--- src/rtl/screen_select.sv ---
// Final screen arbiter: top-level MENU/GAME/ERROR state, frame-aligned source switching,
// error auto-return timeout and registered, blank-forced VGA output.
package screen_select_pkg;
  localparam int unsigned HC_W  = 11;
  localparam int unsigned VC_W  = 11;
  localparam int unsigned RGB_W = 12;

  typedef struct packed {
    logic [HC_W-1:0] hcount;
    logic [VC_W-1:0] vcount;
    logic            hsync;
    logic            vsync;
    logic            hblnk;
    logic            vblnk;
  } vga_t;
endpackage

module screen_select
  import screen_select_pkg::*;
#(
  parameter int unsigned ERR_TIMEOUT_FRAMES = 600,
  parameter int unsigned TMO_W              = 10
) (
  input  logic             clk,
  input  logic             rst,
  input  vga_t             vga_menu,
  input  logic [RGB_W-1:0] rgb_menu,
  input  vga_t             vga_game,
  input  logic [RGB_W-1:0] rgb_game,
  input  vga_t             vga_err,
  input  logic [RGB_W-1:0] rgb_err,
  input  logic             start_req,
  input  logic             end_req,
  input  logic             err_req,
  input  logic             back_req,
  output vga_t             vga_out,
  output logic [RGB_W-1:0] rgb_o,
  output logic [1:0]       screen_o,
  output logic             frame_tick
);

  typedef enum logic [1:0] {
    MENU  = 2'd0,
    GAME  = 2'd1,
    ERROR = 2'd2
  } state_t;

  typedef enum logic [2:0] {
    REQ_NONE  = 3'd0,
    REQ_START = 3'd1,
    REQ_END   = 3'd2,
    REQ_BACK  = 3'd3,
    REQ_ERR   = 3'd4
  } req_t;

  localparam bit               TMO_EN   = (ERR_TIMEOUT_FRAMES != 0);
  localparam logic [TMO_W-1:0] TMO_LAST = TMO_W'(ERR_TIMEOUT_FRAMES - 1);
  localparam logic [TMO_W-1:0] TMO_MAX  = '1;

  state_t           state;
  req_t             pending;
  logic [TMO_W-1:0] tmo_cnt;
  logic             vblnk_d;

  vga_t             sel;
  logic [RGB_W-1:0] sel_rgb;
  req_t             new_req;
  req_t             eff_req;
  logic             boundary;
  logic             tmo_hit;

  function automatic logic [1:0] req_prio(input req_t r);
    case (r)
      REQ_ERR:            return 2'd3;
      REQ_BACK, REQ_END:  return 2'd2;
      REQ_START:          return 2'd1;
      default:            return 2'd0;
    endcase
  endfunction

  // Source mux driven by the current screen
  always_comb begin
    sel     = vga_menu;
    sel_rgb = rgb_menu;
    case (state)
      GAME: begin
        sel     = vga_game;
        sel_rgb = rgb_game;
      end
      ERROR: begin
        sel     = vga_err;
        sel_rgb = rgb_err;
      end
      default: begin
        sel     = vga_menu;
        sel_rgb = rgb_menu;
      end
    endcase
  end

  // Highest-priority request of this cycle, merged with the latched one
  always_comb begin
    new_req = REQ_NONE;
    if (err_req)        new_req = REQ_ERR;
    else if (back_req)  new_req = REQ_BACK;
    else if (end_req)   new_req = REQ_END;
    else if (start_req) new_req = REQ_START;

    eff_req = (req_prio(new_req) >= req_prio(pending)) ? new_req : pending;
  end

  assign boundary = sel.vblnk & ~vblnk_d;
  assign tmo_hit  = TMO_EN && (tmo_cnt == TMO_LAST);
  assign screen_o = state;

  // Screen FSM, request latch, timeout counter and registered output stage
  always_ff @(posedge clk or negedge rst) begin
    if (!rst) begin
      state      <= MENU;
      pending    <= REQ_NONE;
      tmo_cnt    <= '0;
      vblnk_d    <= 1'b1;
      vga_out    <= '0;
      rgb_o      <= '0;
      frame_tick <= 1'b0;
    end else begin
      vga_out    <= sel;
      rgb_o      <= (sel.hblnk | sel.vblnk) ? '0 : sel_rgb;
      vblnk_d    <= sel.vblnk;
      frame_tick <= boundary;

      if (boundary) begin
        pending <= REQ_NONE;
        if (eff_req == REQ_ERR) begin
          state   <= ERROR;
          tmo_cnt <= '0;
        end else begin
          case (state)
            MENU: if (eff_req == REQ_START) state <= GAME;
            GAME: if (eff_req == REQ_END)   state <= MENU;
            ERROR: begin
              if (eff_req == REQ_BACK || tmo_hit) begin
                state <= MENU;
              end else if (tmo_cnt != TMO_MAX) begin
                tmo_cnt <= tmo_cnt + TMO_W'(1);
              end
            end
            default: state <= MENU;
          endcase
        end
      end else begin
        pending <= eff_req;
      end
    end
  end

endmodule
--- config.mk ---
export PLATFORM = sky130hd
export DESIGN_NAME = screen_select
export DESIGN_NICKNAME = d
export VERILOG_FILES = /design/src/rtl/screen_select.sv
export SDC_FILE = /design/constraint.sdc
export NUM_CORES = 1
export LEC_CHECK = 0
export BUFFER_PORTS_ARGS = -buffer_cell sky130_fd_sc_hd__buf_2
export CORE_UTILIZATION = 45
export CTS_BUF_LIST = sky130_fd_sc_hd__clkbuf_4 sky130_fd_sc_hd__clkbuf_8 sky130_fd_sc_hd__clkbuf_16
export DETAILED_ROUTE_END_ITERATION = 10
export PLACE_DENSITY = 0.9
export SLEW_MARGIN = 20
export SYNTH_ARGS = -nofsm -noshare
export SYNTH_HDL_FRONTEND = slang
export SYNTH_SLANG_ARGS = --single-unit
--- constraint.sdc ---
create_clock -name clk -period 2.73 [get_ports clk]
set_input_delay 0.1365 -clock clk [delete_from_list [all_inputs] [get_ports clk]]
set_output_delay 0.1365 -clock clk [all_outputs]
set_load 0.01 [all_outputs]
==> impl_metrics.toml <==
[run_status]
status = "complete, no violations"

[route]
ant_nets = 0
dr_total_vias = 3163
drc_errors = 0
vias_per_cell = 5.847
drt_iter0_drc = 200
wirelength_microns = 9258
wl_per_cell_microns = 17.11
drt-pass1-iter-count = 5

[placement]
routabilityCongestion = 0.8319
dp_slack_ps = -10.37
placed_cell_area_sq_um = 3779
placedCellCount = 530
io_buffers = 160
hpwl_microns = 6646

[synthesis]
syn-mean-instance-area_sq_um = 9.466
synthesis.instances = 306
yosysSeqAreaShare_pct = 47.56
syn_area_sq_um = 2897
synth_warnings = 0
synth_fp_nets = 432
synth_flop_cell = "dfrtp_1"
synth_edf_count = 0
synth-seq-cells = 55
ys_types = 49
synthArstFlopShare_pct = 100.0

[timing]
fin_hold_ws_ps = 70.39
postLayoutSetupSlackWorst_ps = 40.55
finalSetupViolations = 0
hold_viol_final = 0
post-route-min-period_ps = 2689
timing.fmax_ghz = 0.3718
max_slew_margin_pct = 56.26
worstMarginPinSlew_ps = 656.2
finalClockSkew_ps = 2.339
slew_viol_final = 0
finalCritPeriodShare_pct = 98.51

[critical_path]
worstSetupEndpointType = "flop"
critPathSlowestCell = "dfrtp_1"
path_delay_family = "multiplexers"
required_ps = 2910
critical_path_class = "reg2reg"
cpMostUsedCell = "mux2i_4"
max_stage_delay_ps = 450
ff2ff_setup_slack_ps = 40
critPathBufInv = 0
cp_max_fo = 8
crit_arrival_ps = 2870
worstPathCellList = "nand2b_1 > a21oi_2 > ha_1 > nand2b_4 > a21oi_4 > mux2i_4 > mux2i_4 > o22ai_1"
worstSetupStartpointType = "flop"

[floorplanning]
die_w_microns = 82.23
dieHeight_microns = 82.23
core_area_sq_um = 6061
row_count = 28
pin_count = 161
dieArea_sq_um = 6762
start_util_pct = 47.79

[global_route]
grtUsageTotal_pct = 25.90
grt_pass1_vias = 2807
grt_overflow = 0
grt_max_degree = 46
grt_pass1_wl_microns = 13050
antenna_found_initial = 0

[hold_path]
min_path_type = "in2reg"

[cts]
numCtsBuffers = 5
htree_levels = 2
clk_latency_ps = 300
clock_sinks = 55
root_buffer = "clkbuf_8"
clk_path_buf_depth = 2
cts_tree = "built"
clkTransAtPathRegs_ps = 100

[cells_and_area]
diodes = 0
drive_gt1_share_pct = 42.27
syn2layout_area_growth_pct = 38.96
final_cell_mix = "buf_2 (160), dfrtp_1 (54), nor2_1 (48)"
fin_nets = 591
final_cell_area_sq_um = 4025
instances_no_fill = 541
layout_commonest_cell = "buf_2"

[power_and_ir_drop]
powerDensity_nw_per_um2 = 1160
cellLeakagePower_nw = 1.951
vdd_drop_max_mv = 1.784

[flow_run]
cap_violations = 0
where the power goes:
group / leakage (nW) / switching, mW / total [mW] / internal [mW]
clock: 0.0688 / 0.267 / 0.643 / 0.377
sequential: 0.693 / 0.147 / 1.31 / 1.16
combinational: 1.19 / 1.73 / 2.72 / 0.991
worst reg2reg max path, cell delays in order (launching register included):
cell and delay [ps]:
dfrtp_1 450, nand2b_1 250, a21oi_2 180, ha_1 290, nand2b_4 190, a21oi_4 270
mux2i_4 360, mux2i_4 410, o22ai_1 170
per-layer routing:
| metal | global-route usage, % | up-vias | routed length, microns |
|---|---|---|---|
| met5 | 0 | - | 0 |
| met4 | 9.123 | 0 | 221 |
| met3 | 5.495 | 28 | 760 |
| met2 | 45.04 | 200 | 4763 |
| met1 | 31.54 | 1470 | 3513 |
| li1 | - | 1465 | - |
kinds of logic (layout without fill, tap and decap cells):
logic type | count (synthesis) | in the layout | synth area share [%]
flops | 55 | 55 | 47.56
fa+ha+maj | 6 | 6 | 2.592
buf+inv | 29 | 189 | 3.758
simple gates | 97 | 97 | 16.85
mux | 5 | 5 | 1.901
compound gates | 114 | 114 | 27.34
synth_stat cells, types with 4 or more instances:
cell type / instances / area [sq um]
buf_1: 7 / 26.28
or3_1: 4 / 25.02
nand2_1: 8 / 30.03
inv_1: 11 / 41.29
a211oi_1: 12 / 90.09
o21ai_1: 4 / 20.02
nand3_1: 9 / 45.04
a21oi_1: 32 / 160.2
a22oi_1: 38 / 285.3
dfrtp_1: 54 / 1351
o311ai_0: 4 / 35.03
clkbuf_1: 11 / 41.29
nor2_1: 48 / 180.2
ha_1: 6 / 75.07
nand2b_1: 5 / 31.28
what timing repair did:
action                                  4_1_cts  5_1_grt
hold buffers                                  1        0
endpoints found under the hold margin        28        0
pin swaps                                     0        1
gates resized for setup                       2       15
buffers inserted                              0        2
endpoints found under the setup margin        4        9
final timing paths:
check	from	endpoint	depth (start not counted)
min in group asynchronous	rst	pending[0]$_DFF_PN0_	2
worst min register to register	screen_o[0]$_DFFE_PN0P_	screen_o[0]$_DFFE_PN0P_	1
worst max register to register	pending[0]$_DFF_PN0_	tmo_cnt[1]$_DFFE_PN0P_	8
max in group asynchronous	rst	vblnk_d$_DFF_PN1_	3
worst max-delay path	pending[0]$_DFF_PN0_	tmo_cnt[1]$_DFFE_PN0P_	8
worst min-delay path	vga_menu[21]	vga_out[21]$_DFF_PN0_	3
per-stage QoR:
stage                     total power, mW  utilization (%)  TNS, ps
final                               4.670            66.41        0
after global routing                4.986            66.41   -317.0
after CTS                           4.507            64.97        0
after detailed placement            3.833            62.35   -15.45
after global placement              3.718            62.35        0
after floorplan                     2.995                -        0
state kept, by name, indices dropped and copies added, names as in the netlist:
| signal | flops |
|---|---|
| frame_tick | 1 |
| vga_out | 26 |
| pending | 3 |
| screen_o | 2 |
| tmo_cnt | 10 |
| rgb_o | 12 |
| vblnk_d | 1 |
layout make-up:
type | instances | area (sq um)
clock buffers | 6 | 76.32
clock inverters | 2 | 60.06
fillers | 475 | 2036
inverters | 11 | 41.29
multi-input cells | 222 | 1498
flip-flops and latches | 55 | 1378
well taps | 75 | 93.84
repair buffers | 170 | 878.3
Note: power is estimated with default switching activity, not from simulation.
